### src/rtl/mem_wb_stage_pkg.sv
// Shared types and helpers for the MEM/WB stage: access sizes, FSM states,
// byte-lane masks and the natural-alignment test.
package mem_wb_stage_pkg;

    typedef enum logic [1:0] {
        SZ_B = 2'b00,
        SZ_H = 2'b01,
        SZ_W = 2'b10,
        SZ_D = 2'b11
    } mem_size_t;

    typedef enum logic {
        IDLE = 1'b0,
        WAIT = 1'b1
    } state_t;

    localparam logic [7:0] MASK_B = 8'h01;
    localparam logic [7:0] MASK_H = 8'h03;
    localparam logic [7:0] MASK_W = 8'h0F;
    localparam logic [7:0] MASK_D = 8'hFF;

    // Byte-enable pattern for an access of the given size at lane 0.
    function automatic logic [7:0] size_mask(input mem_size_t size);
        case (size)
            SZ_B:    return MASK_B;
            SZ_H:    return MASK_H;
            SZ_W:    return MASK_W;
            default: return MASK_D;
        endcase
    endfunction

    // An access is aligned when its low address bits are a multiple of its size.
    function automatic logic is_aligned(input logic [2:0] addr_lo, input mem_size_t size);
        case (size)
            SZ_B:    return 1'b1;
            SZ_H:    return (addr_lo[0] == 1'b0);
            SZ_W:    return (addr_lo[1:0] == 2'b00);
            default: return (addr_lo == 3'b000);
        endcase
    endfunction

endpackage

### src/rtl/mem_wb_stage_lane_align.sv
// Byte-lane steering between the core and a 64-bit doubleword memory:
// stores are shifted into their lanes, loads are extracted and extended.
module mem_lane_align
    import mem_wb_stage_pkg::*;
(
    input  logic [2:0]  addr_lo,
    input  mem_size_t   size,
    input  logic        is_unsigned,
    input  logic [63:0] store_data,
    input  logic [63:0] rdata,
    output logic [7:0]  be,
    output logic [63:0] wdata,
    output logic [63:0] load_data
);

    logic [63:0] shifted;

    // Place store bytes and their enables at the addressed lanes.
    always_comb begin
        be    = size_mask(size) << addr_lo;
        wdata = store_data << {addr_lo, 3'b000};
    end

    // Bring the addressed bytes down to bit 0 and sign/zero-extend by size.
    always_comb begin
        shifted   = rdata >> {addr_lo, 3'b000};
        load_data = shifted;
        case (size)
            SZ_B: load_data = is_unsigned ? {56'b0, shifted[7:0]}
                                          : {{56{shifted[7]}}, shifted[7:0]};
            SZ_H: load_data = is_unsigned ? {48'b0, shifted[15:0]}
                                          : {{48{shifted[15]}}, shifted[15:0]};
            SZ_W: load_data = is_unsigned ? {32'b0, shifted[31:0]}
                                          : {{32{shifted[31]}}, shifted[31:0]};
            default: load_data = shifted;
        endcase
    end

endmodule

### src/rtl/mem_wb_stage.sv
// MEM stage and MEM/WB register: performs the data-memory access over a
// req/ack handshake, stalls upstream while waiting, aborts on timeout and
// resolves the branch decision.
module mem_wb_stage
    import mem_wb_stage_pkg::*;
#(
    parameter int TIMEOUT = 255,
    parameter int CNT_W   = 8
) (
    input  logic        clk,
    input  logic        reset,
    input  logic [63:0] ex_adder,
    input  logic        ex_zero,
    input  logic [63:0] ex_alu_result,
    input  logic [63:0] ex_read_data2,
    input  logic [4:0]  ex_rd,
    input  logic [1:0]  ex_mem_size,
    input  logic        ex_mem_unsigned,
    input  logic        ex_memtoreg,
    input  logic        ex_regwrite,
    input  logic        ex_branch,
    input  logic        ex_memread,
    input  logic        ex_memwrite,
    output logic        dmem_req,
    output logic        dmem_we,
    output logic [63:0] dmem_addr,
    output logic [63:0] dmem_wdata,
    output logic [7:0]  dmem_be,
    input  logic        dmem_ack,
    input  logic [63:0] dmem_rdata,
    output logic        stall,
    output logic        pc_src,
    output logic [63:0] branch_target,
    output logic [63:0] wb_read_data,
    output logic [63:0] wb_alu_result,
    output logic [4:0]  wb_rd,
    output logic        wb_memtoreg,
    output logic        wb_regwrite,
    output logic        wb_misalign,
    output logic        wb_bus_error
);

    state_t           state, next_state;
    logic [CNT_W-1:0] wait_cnt, next_cnt;
    mem_size_t        size;
    logic             access, aligned;
    logic             req_int, timeout_hit, misalign_hit;
    logic [7:0]       lane_be;
    logic [63:0]      load_data;

    assign size          = mem_size_t'(ex_mem_size);
    assign access        = ex_memread | ex_memwrite;
    assign aligned       = is_aligned(ex_alu_result[2:0], size);
    assign dmem_addr     = {ex_alu_result[63:3], 3'b000};
    assign branch_target = ex_adder;
    assign pc_src        = reset & ex_branch & ex_zero;

    mem_lane_align u_lane_align (
        .addr_lo     (ex_alu_result[2:0]),
        .size        (size),
        .is_unsigned (ex_mem_unsigned),
        .store_data  (ex_read_data2),
        .rdata       (dmem_rdata),
        .be          (lane_be),
        .wdata       (dmem_wdata),
        .load_data   (load_data)
    );

    // Decide the request, timeout and misalign conditions and the next FSM state.
    always_comb begin
        next_state   = state;
        next_cnt     = wait_cnt;
        req_int      = 1'b0;
        timeout_hit  = 1'b0;
        misalign_hit = 1'b0;
        case (state)
            IDLE: begin
                if (access) begin
                    if (aligned) begin
                        req_int = 1'b1;
                        if (!dmem_ack) begin
                            next_state = WAIT;
                            next_cnt   = CNT_W'(1);
                        end
                    end else begin
                        misalign_hit = 1'b1;
                    end
                end
            end
            WAIT: begin
                if (dmem_ack) begin
                    req_int    = 1'b1;
                    next_state = IDLE;
                    next_cnt   = '0;
                end else if (wait_cnt == CNT_W'(TIMEOUT)) begin
                    timeout_hit = 1'b1;
                    next_state  = IDLE;
                    next_cnt    = '0;
                end else begin
                    req_int  = 1'b1;
                    next_cnt = wait_cnt + CNT_W'(1);
                end
            end
            default: begin
                next_state = IDLE;
                next_cnt   = '0;
            end
        endcase
    end

    assign dmem_req = reset & req_int;
    assign dmem_we  = dmem_req & ex_memwrite;
    assign dmem_be  = dmem_req ? lane_be : 8'h00;
    assign stall    = dmem_req & ~dmem_ack & ~timeout_hit;

    // FSM state and wait counter; an ack seen during reset is discarded.
    always_ff @(posedge clk) begin
        if (!reset) begin
            state    <= IDLE;
            wait_cnt <= '0;
        end else begin
            state    <= next_state;
            wait_cnt <= next_cnt;
        end
    end

    // MEM/WB boundary: bubbles while stalled or aborted, full load otherwise.
    always_ff @(posedge clk) begin
        if (!reset) begin
            wb_read_data  <= '0;
            wb_alu_result <= '0;
            wb_rd         <= '0;
            wb_memtoreg   <= 1'b0;
            wb_regwrite   <= 1'b0;
            wb_misalign   <= 1'b0;
            wb_bus_error  <= 1'b0;
        end else begin
            wb_misalign  <= 1'b0;
            wb_bus_error <= 1'b0;
            if (stall) begin
                wb_memtoreg <= 1'b0;
                wb_regwrite <= 1'b0;
            end else if (timeout_hit) begin
                wb_memtoreg  <= 1'b0;
                wb_regwrite  <= 1'b0;
                wb_bus_error <= 1'b1;
            end else if (misalign_hit) begin
                wb_alu_result <= ex_alu_result;
                wb_rd         <= ex_rd;
                wb_memtoreg   <= 1'b0;
                wb_regwrite   <= 1'b0;
                wb_misalign   <= 1'b1;
            end else begin
                wb_read_data  <= load_data;
                wb_alu_result <= ex_alu_result;
                wb_rd         <= ex_rd;
                wb_memtoreg   <= ex_memtoreg;
                wb_regwrite   <= ex_regwrite;
            end
        end
    end

endmodule

### config.mk
export PLATFORM = sky130hd
export DESIGN_NAME = mem_wb_stage
export DESIGN_NICKNAME = d
export VERILOG_FILES = /design/src/rtl/mem_wb_stage_pkg.sv /design/src/rtl/mem_wb_stage_lane_align.sv /design/src/rtl/mem_wb_stage.sv
export SDC_FILE = /design/constraint.sdc
export NUM_CORES = 1
export LEC_CHECK = 0
export BUFFER_PORTS_ARGS = -buffer_cell sky130_fd_sc_hd__buf_2
export CAP_MARGIN = 40
export CELL_PAD_IN_SITES_DETAIL_PLACEMENT = 0
export CELL_PAD_IN_SITES_GLOBAL_PLACEMENT = 1
export CORE_AREA = 2 2 240 242
export DETAILED_ROUTE_END_ITERATION = 8
export DIE_AREA = 0 0 242 244
export GPL_ROUTABILITY_DRIVEN = 0
export PLACE_DENSITY_LB_ADDON = 0.1
export REMOVE_ABC_BUFFERS = 1
export SLEW_MARGIN = 5
export SYNTH_ARGS = -nofsm -noshare
export SYNTH_HDL_FRONTEND = slang
export SYNTH_HIERARCHICAL = 1
export SYNTH_SLANG_ARGS = --single-unit
export TNS_END_PERCENT = 100
### constraint.sdc
create_clock -name clk -period 1.85 [get_ports clk]
set_clock_uncertainty 0.05 [all_clocks]
set_input_delay 0.0925 -clock clk [delete_from_list [all_inputs] [get_ports clk]]
set_output_delay 0.0925 -clock clk [all_outputs]
set_load 0.01 [all_outputs]
After elaboration in Yosys (flattened, before gate mapping)
Index checks and enable logic that the tools add are counted.
{"block": "op_classes", "reduce_logical": 9, "muxes": 31, "eq_ne": 6, "n_bitwise": 14, "add_sub_neg": 1, "shift": 3}
{"operator": "64-bit 2-to-1 mux", "count": 3}
{"operator": "64-bit one-hot mux with 3 select lines", "count": 1}
{"operator": "64-bit by 6-bit left shift with 64-bit output", "count": 1}
{"operator": "64-bit by 6-bit >> shifter with 64-bit output", "count": 1}
{"operator": "8-bit 2-to-1 mux", "count": 6}
{"operator": "8-bit one-hot mux with 3 select lines", "count": 1}
{"operator": "1-bit 2-to-1 mux", "count": 16}
{"operator": "8-bit one-hot mux with 2 select lines", "count": 1}
{"operator": "8-bit by 1-bit adder with 8-bit output, second input constant", "count": 1}
{"operator": "8-bit == test, second input constant", "count": 1}
{"operator": "8-bit by 3-bit left shift with 8-bit output", "count": 1}
{"operator": "1-bit NOT", "count": 7}
{"operator": "1-bit AND", "count": 6}
{"operator": "2-bit != test, second input constant", "count": 3}
{"operator": "3-bit AND reduction", "count": 2}
{"operator": "2-bit logical NOT", "count": 2}
{"operator": "1-bit one-hot mux with 2 select lines", "count": 2}
{"operator": "4-bit OR reduction", "count": 1}
{"operator": "3-bit logical NOT", "count": 1}
{"operator": "1-bit one-hot mux with 3 select lines", "count": 1}
{"operator": "3-bit OR reduction", "count": 1}
{"operator": "2-bit by 1-bit == test with 1-bit output, second input constant", "count": 1}
{"operator": "2-bit == test, second input constant", "count": 1}
{"operator": "2-bit AND reduction", "count": 1}
{"operator": "other kinds (2)", "count": 2}
{"block": "word_totals", "output_inout_bits": 341, "elab_cells": 73, "ff_bits": 146}

Depth between registers and ports, before layout
Gate-level depths: netlist (run 1).
{"block": "logic_depth", "depth_word": 10, "depth_mapped": 10}

By module
Netlist (run 1), hierarchy kept.
{"mod": "mem_wb_stage", "seq_area_each_um2": 2922.8, "cells_per_inst": 800, "n_inst": 1, "area_each_um2": 6959.2}
{"mod": "mem_lane_align", "seq_area_each_um2": 0.0, "cells_per_inst": 600, "n_inst": 1, "area_each_um2": 4390.5}

Worst setup path before layout (run 1)
No wires, ideal clock.
{"block": "synth_path", "path_kind": "register to register", "startpoint": "register wait_cnt[0]", "endpoint": "register wb_read_data[0]", "required_ns": 1.728, "t_arrival_ns": 1.714, "period_less_slack_ns": 1.836, "slack_ns": 0.014, "path_stages_with_launch": 8, "path_buffers": 2, "path_cell_list": "dfxtp_1 ha_1 and4_1 a31oi_1 a211oi_2 buf_6 buf_8 mux2i_1"}
{"block": "synth_between", "elab_chain_len": 9, "word_cells_on_any_way": 13, "classes_between": "eq/ne (1); mux (6); bitwise (5); reduce/logical (1)"}
{"item": "start, declared", "line": "mem_wb_stage.sv:44", "text": "logic [CNT_W-1:0] wait_cnt, next_cnt;"}
{"item": "start signal, assigned", "line": "mem_wb_stage.sv:123", "text": "wait_cnt <= next_cnt;"}
{"item": "8-bit == test (*)", "line": "mem_wb_stage.sv:95", "text": "end else if (wait_cnt == CNT_W'(TIMEOUT)) begin"}
{"item": "1-bit 2-to-1 mux", "line": "mem_wb_stage.sv:95"}
{"item": "1-bit 2-to-1 mux", "line": "mem_wb_stage.sv:91", "text": "if (dmem_ack) begin"}
{"item": "1-bit one-hot mux with 2 select lines", "line": "mem_wb_stage.sv:76", "text": "case (state)"}
{"item": "1-bit AND", "line": "mem_wb_stage.sv:111", "text": "assign dmem_req = reset & req_int;"}
{"item": "1-bit AND (2 in series)", "line": "mem_wb_stage.sv:114", "text": "assign stall = dmem_req & ~dmem_ack & ~timeout_hit;"}
{"item": "1-bit NOT (no line)"}
{"item": "3-bit AND reduction (no line) (*)"}
{"item": "end signal, assigned", "line": "mem_wb_stage.sv:154", "text": "wb_read_data <= load_data;"}
{"item": "end, declared", "line": "mem_wb_stage.sv:34", "text": "output logic [63:0] wb_read_data,"}
Every way passes the cells marked *; elsewhere a longest branch is shown, timed or not.
A chain may end at the register's enable or synchronous reset.

Final worst setup path (run 1)
{"block": "layout_path", "startpoint": "register wait_cnt[0]", "endpoint": "output port dmem_be[4]"}
{"block": "layout_between", "elab_chain_len": 6}
{"item": "8-bit == test", "line": "mem_wb_stage.sv:95"}
{"item": "1-bit 2-to-1 mux", "line": "mem_wb_stage.sv:95"}
{"item": "1-bit 2-to-1 mux", "line": "mem_wb_stage.sv:91"}
{"item": "1-bit one-hot mux with 2 select lines", "line": "mem_wb_stage.sv:76"}
{"item": "1-bit AND", "line": "mem_wb_stage.sv:111"}
{"item": "8-bit 2-to-1 mux", "line": "mem_wb_stage.sv:113", "text": "assign dmem_be = dmem_req ? lane_be : 8'h00;"}
{"item": "end, declared", "line": "mem_wb_stage.sv:28", "text": "output logic [7:0] dmem_be,"}
Every way passes these cells.

==> results.md, run 1 <==
| Parameter | This run | Unit |
|---|---|---|
| Worst Setup Path Type | reg -> out | - |
| GR Overflow Total | 0 | - |
| Largest net degree at the start of global routing | 167 | - |
| Die W | 242 | um |
| Critical path endpoint category | primary output | - |
| Number of distinct library cells after synthesis | 54 | - |
| Worst endpoint required time | 1710 | ps |
| Average routed wire per standard cell | 20.50 | um |
| Gr usage total | 17.41 | % |
| Number of clock sinks | 146 | - |
| Initial antenna violation count | 11 | - |
| Achievable frequency | 492.2 | MHz |
| Largest stage delay on the critical path | 360 | ps |
| Most frequent cells in the layout | buf_2 (469), nand2_1 (342), mux2i_1 (236) | - |
| Largest fanout on the critical path | 6 | - |
| Share of cells above drive strength 1 | 39.33 | % |
| Register bit total from synthesis | 146 | - |
| Total via count in the routed design | 11.58k | - |
| Height of the die | 244 | um |
| Overall die area | 59050 | um2 |
| # rows | 87 | - |
| Final worst hold slack | 35.21 | ps |
| Mean area per synthesized cell | 8.107 | um2 |
| Core Box Area | 56170 | um2 |
| Final cycle utilization of the critical path | 109.8 | % |
| Longest Clk Path Bufs | 2 | - |
| Part of the Yosys area used for sequential elements | 25.75 | % |
| Syn Inst Count | 1400 | - |
| Synth-to-Final Area Change | 38.11 | % |
| Unrepaired setup endpoints after global routing | yes | - |
| Number of warning messages in the yosys log | 6 | - |
| Number of port buffers | 482 | - |
| Clock network fraction of design power | 35.9 | % |
| Instance area after placement | 14100 | um2 |
| Fraction of synthesized cell area taken by the top area cell type | 25.75 | % |
| Leading cell type in the layout, fill and taps excluded | buf_2 | - |
| Nets | 2107 | - |
| Combinational cell fraction of total power | 30.8 | % |
| HPWL after DPL | 40.33 | mm |
| List of cells traversed by the critical path | ha_4 > nand4_1 > nor3_4 > nor3_4 > buf_6 > and2_4 > buf_6 | - |
| Hold violation total from the final report | 0 | - |
| Total design power | 10.50 | mW |
| DRC marker count from the first detailed-route iteration | 459 | - |
| Maximum level of the CTS H-tree | 4 | - |
| Worst setup slack before clock tree synthesis | -172.7 | ps |
| # setup viols final | 71 | - |
| Number of inserted filler cells in the final layout | 6231 | - |
| Pint | 7.121 | mW |
| IR drop worst, VDD | 683.9 | uV |
| Post-Synthesis Cell Area | 11350 | um2 |
| Outcome | complete, but fails checks | - |
| Type of the most critical hold path | in -> reg | - |
| Failing checks | setup timing | - |
| Crit path max-delay cell type | dfxtp_2 | - |
| Switching share of power | 32.17 | % |
| Slew at the pin with the worst max-slew slack | 766.6 | ps |
| Power share of the sequential group | 33.4 | % |
| Power density of the placed cells | 669.7 | nW/um2 |
| Arr. time, crit path | 1890 | ps |
| Number of nets with antenna violations after detailed routing | 0 | - |
| Clock-pin slew on the worst setup and hold paths | 70 | ps |
| Starting density of the core | 20.21 | % |
| Clock tree from TritonCTS | built | - |
| Wirelength, routed | 53.41 | mm |
| Setup ws final | -181.5 | ps |
| Final instance area | 15680 | um2 |
| Type of element launching the critical path | flop | - |
| Number of clock buffers inserted by TritonCTS | 17 | - |
| Cells taking the most area after synthesis | dfxtp_1 (26%), mux2i_1 (21%), nand2_1 (11%), buf_4 (10%), mux2_2 (4.8%) | - |
| Number of top-level pins | 614 | - |
| Cell chosen for the clock root | clkbuf_16 | - |
| Cell accounting for the most synthesized area | dfxtp_1 | - |
| Share of the core filled with cells | 27.91 | % |
| Psw | 3.377 | mW |
| Max Cap Viol | 0 | - |
| Final number of max-transition violations | 0 | - |
| Minimum clock period after layout | 2032 | ps |
| Insertion delay to the later sink of the worst-skew pair | 450 | ps |
| Number of remaining DRC errors | 0 | - |
| Via count of the first global-routing pass | 11.60k | - |
| Worst slew margin | 48.89 | % |
| Static leakage power | 7.508 | nW |
| Routed via count divided by cell count | 4.444 | - |
| Length of the first detailed-routing pass in iterations | 5 | - |
| First-pass GRT wire length | 77.44 | mm |
[flip-flops by register name (all words and copies together) (netlist names), 5 cells and up]
signal,flops
wb_read_data,64
wb_alu_result,64
wait_cnt,8
wb_rd,5
[layout make-up]
cell class              instances  area [um2]  share of cell area (%)
multi-input cells            1005        6878                   43.88
repair buffers                659        4280                   27.31
flip-flops and latches        146        2929                   18.69
well taps                     756       945.9                   6.034
clock buffers                  21       470.5                   3.001
clock inverters                11       148.9                  0.9499
inverters                       4       15.01                 0.09579
diodes                          3       7.507                 0.04789
[Yosys cell counts, drive strengths merged]
cell type / instances
and2: 20
buf: 205
o2bb2ai: 16
ha: 1
o21a: 1
a21oi: 35
a211oi: 5
or2: 1
a32oi: 8
or3: 2
nor3b: 3
nand3: 28
a31oi: 6
conb: 1
o31ai: 1
and4: 1
nor2b: 12
nor4: 2
nand2b: 6
and3: 6
nor3: 7
nand4: 35
nor4b: 1
mux2i: 237
o21ai: 47
o211ai: 9
and3b: 1
o32ai: 1
mux4: 15
mux2: 55
nor2: 64
and2b: 1
dfxtp: 146
a211o: 10
inv: 4
a21o: 2
o22ai: 17
a21boi: 1
clkbuf: 42
a22oi: 3
nand2: 342
[stage by stage]
step	setup TNS [ps]	cells
2_1_floorplan	-514390	1155
3_3_place_gp	-6061	2492
3_5_place_dp	-7933	2492
4_1_cts	-8720	2596
5_1_grt	-11480	2604
6_report	-4373	2605
[power by group through the flow]
stage	combinational (mW)	sequential, mW	clock, mW
after global placement	3.09	3.58	0
after CTS	3.24	3.51	3.94
final	3.23	3.50	3.76
after global routing	3.53	3.53	4.04
after floorplan	1.32	3.68	0
after detailed placement	3.09	3.58	0
[path summary, 6_finish.rpt]
path	start	endpoint	slack, ps	cells past startpoint
hold reg to reg	wb_alu_result[37]	wb_alu_result[37]	400	2
setup / recovery	wait_cnt[0]	dmem_be[4]	-180	7
setup reg to reg	wait_cnt[0]	wb_regwrite	-90	9
hold / removal	dmem_rdata[60]	wb_read_data[60]	40	5
[per-layer routing]
metal	wire (um)	part of all wire [%]	track usage, %
met2	24120	45	28.03
met5	294	0.55	2.859
met4	602	1.1	4.012
met1	23640	44	21.51
met3	4759	8.9	6.947
[worst max-delay path: cells and delay by family, from the launching register on]
kind,cells,cell delay (ps)
flops,1,360
fa+ha+maj,1,140
simple gates,4,660
buf+inv,2,270
[what timing repair did]
action / 4_1_cts / 5_1_grt
hold endpoints to repair: 69 / 0
setup endpoints to repair: 77 / 77
hold buffers: 69 / 0
buffers inserted: 4 / 7
pin swaps: 8 / 6
gates resized for setup: 35 / 11
[cell families (layout without fill, tap and decap cells)]
group	count (synthesis)	after routing	share of synthesized area [%]
adder cells (fa/ha/maj)	1	1	0.1102
AND/OR/NAND/NOR	532	532	20.24
flip-flops	146	146	25.75
multiplexers	307	307	29.63
AO/OA/AOI/OAI	162	162	9.216
buffers and inverters	251	695	15.01
other	1	6	0.03304
Power figures use the tool's default switching activity.
==> run 2, diff against run 1 <==
- CELL_PAD_IN_SITES_DETAIL_PLACEMENT: 0 -> 1
- CELL_PAD_IN_SITES_GLOBAL_PLACEMENT: 1 -> 2
- CORE_AREA: 2 2 240 242 -> 2 2 237 239
- DIE_AREA: 0 0 242 244 -> 0 0 239 241
==> run 2 against run 1 <==
Effect of this change:
- the run still ends with setup timing left
- register-to-register slack lost 140 ps
- sequential share of layout area is essentially flat
- non-clock buffer count down 2
- wire length up 5.8%
- sequential cell count stayed put
- maximum frequency is 2.2% lower
- via count decreased by 0.11%
- core utilization is 0.67 points higher
- final cell count decreased by 2.0%
- count of clock-buffer cells in the layout unchanged
- design area barely moved
- largest cell class unchanged
==> results.md, run 2 (same netlist as run 1, synthesis figures left out) <==
| Parameter | This run | Unit | Delta |
|---|---|---|---|
| Outcome | complete, but fails checks | - |  |
| Failing checks | setup timing | - |  |
| Number of top-level pins | 614 | - | unchanged |
| Largest fanout on the critical path | 8 | - | +2 |
| Hold violation total from the final report | 0 | - | unchanged |
| Critical path buffer and inverter count | 6 | - | +4 |
| Via count of the first global-routing pass | 11.95k | - | +3.0% |
| Share of the core filled with cells | 28.58 | % | +0.67 points |
| # setup viols final | 77 | - | +8.5% |
| Insertion delay to the later sink of the worst-skew pair | 450 | ps | about the same |
| Largest net degree at the start of global routing | 111 | - | -34% |
| Clock-pin slew on the worst setup and hold paths | 70 | ps | about the same |
| Crit path max-delay cell type | dfxtp_2 | - |  |
| Number of nets with antenna violations after detailed routing | 0 | - | unchanged |
| Number of port buffers | 482 | - | unchanged |
| IR drop worst, VDD | 654.2 | uV | -4.3% |
| Launch instance of the worst register-to-register path | wait_cnt[1] | - |  |
| Minimum clock period after layout | 2077 | ps | +45.85 ps |
| Most frequent cells in the layout | buf_2 (472), nand2_1 (342), mux2i_1 (237) | - |  |
| Top Family by Delay on Critical Path | buffers and inverters | - |  |
| Average routed wire per standard cell | 22.14 | um | +8.0% |
| Total length of routed met2 wires | 25.47 | mm | +5.6% |
| Largest stage delay on the critical path | 340 | ps | -20 ps |
| Worst Setup Path Type | reg -> reg | - |  |
| Max Cap Viol | 0 | - | unchanged |
| Met1 layer wirelength in the final routing | 24.88 | mm | +5.3% |
| Clock tree from TritonCTS | built | - |  |
| Number of remaining DRC errors | 0 | - | unchanged |
| Largest regs | wb_alu_result (64), wb_read_data (64), wait_cnt (8) | - |  |
| Max layer used | met5 | - |  |
| Starting density of the core | 20.68 | % | +0.48 points |
| Type of the most critical hold path | in -> reg | - |  |
| Static leakage power | 7.535 | nW | +0.36% |
| Die W | 239 | um | -1.2% |
| # rows | 86 | - | -1.1% |
| Nets | 2105 | - | -0.095% |
| Longest Clk Path Bufs | 2 | - | unchanged |
| HPWL after DPL | 42.51 | mm | +5.4% |
| Cell chosen for the clock root | clkbuf_16 | - |  |
| Power density of the placed cells | 674.0 | nW/um2 | +0.64% |
| First-pass GRT wire length | 80.47 | mm | +3.9% |
| Worst slew margin | 49.42 | % | +0.53 points |
| Type of element launching the critical path | flop | - |  |
| Overall die area | 57600 | um2 | -2.5% |
| Final cycle utilization of the critical path | 112.3 | % | +2.5 points |
| Share of cells above drive strength 1 | 38.88 | % | -0.45 points |
| Gr usage total | 18.82 | % | +1.4 points |
| List of cells traversed by the critical path | ha_4 > buf_6 > nand4_1 > nor3_2 > buf_4 > buf_4 > buf_6 > a211oi_4 > buf_12 > buf_16 > mux2i_1 | - |  |
| DRC marker count from the first detailed-route iteration | 340 | - | -26% |
| Number of clock sinks | 146 | - | unchanged |
| Leading cell type in the layout, fill and taps excluded | buf_2 | - |  |
| Length of the first detailed-routing pass in iterations | 4 | - | -1 |
| Arr. time, crit path | 2400 | ps | +510 ps |
| Synth-to-Final Area Change | 38.17 | % | about the same |
| Slew at the pin with the worst max-slew slack | 758.7 | ps | -7.904 ps |
| Height of the die | 241 | um | -1.2% |
| First element of the critical path | wait_cnt[1] | - |  |
| Setup ws final | -227.4 | ps | -45.85 ps |
| Final sum of negative setup slack | -13220 | ps | -8851 ps |
| Wirelength, routed | 56.51 | mm | +5.8% |
| Startpoint of the worst hold path | ex_alu_result[0] | - |  |
| Routed via count divided by cell count | 4.531 | - | +2.0% |
| Total via count in the routed design | 11.56k | - | -0.11% |
| GR Overflow Total | 0 | - | unchanged |
| Final number of max-transition violations | 0 | - | unchanged |
| Core Box Area | 54880 | um2 | -2.3% |
| Critical path endpoint category | flop | - |  |
| Total design power | 10.57 | mW | +0.68% |
| Initial antenna violation count | 13 | - | +2 |
| Achievable frequency | 481.4 | MHz | -2.2% |
| Number of clock buffers inserted by TritonCTS | 17 | - | unchanged |
| DR WL met3 | 5.219 | mm | +9.7% |
| Unrepaired setup endpoints after global routing | yes | - |  |
| Worst endpoint required time | 2180 | ps | +470 ps |
| Maximum level of the CTS H-tree | 4 | - | unchanged |
==> run 2: worst min-delay path: stages <==
cell and delay (ps):
clkbuf_8 160, nand2_1 130, mux2i_1 80
==> run 2: final cells by class <==
cell class | instances | area (um2)
inverters | 4 | 15.01
multi-input cells | 1005 | 6840
clock buffers | 21 | 470.5
repair buffers | 657 | 4389
fillers | 6576 | 39200
clock inverters | 11 | 150.1
well taps | 704 | 880.8
flip-flops and latches | 146 | 2925
diodes | 4 | 10.01
==> run 2: final timing paths <==
kind	to	cells past startpoint	slack (ps)
max	wb_read_data[41]	11	-230
min	wb_alu_result[0]	3	20
min reg2reg	wb_read_data[52]	2	400
max reg2reg	wb_read_data[41]	11	-230
==> run 2: what timing repair did <==
action                                 4_1_cts  5_1_grt
pin swaps                                    4        1
hold buffers                                69        0
gates cloned                                 4        1
buffers inserted                             9        5
setup endpoints to repair                   76       78
resized for setup                           28       17
endpoints found under the hold margin       72        0
==> run 2: stage by stage <==
stage / hold slack (ps) / std cells / cell area, um2 / setup WS [ps]
floorplan: 135.0 / 1155 / 9668 / -4221
global placement: 135.1 / 2435 / 14050 / -88.47
CTS: 11.60 / 2549 / 15680 / -273.6
detailed placement: 135.1 / 2435 / 14050 / -137.4
global route: 21.60 / 2550 / 15680 / -360.1
finish: 24.18 / 2552 / 15680 / -227.4
==> run 2: power by group <==
part	internal [mW]	total [mW]	switching, mW
sequential	3.38	3.50	0.117
combinational	1.53	3.32	1.78
clock	2.24	3.75	1.51
==> run 2: layer usage <==
layer,vias to the layer above,GRT usage [%]
met3,52,8.235
met1,5475,23.10
met5,-,3.114
li1,5576,-
met2,440,30.08
met4,20,4.034
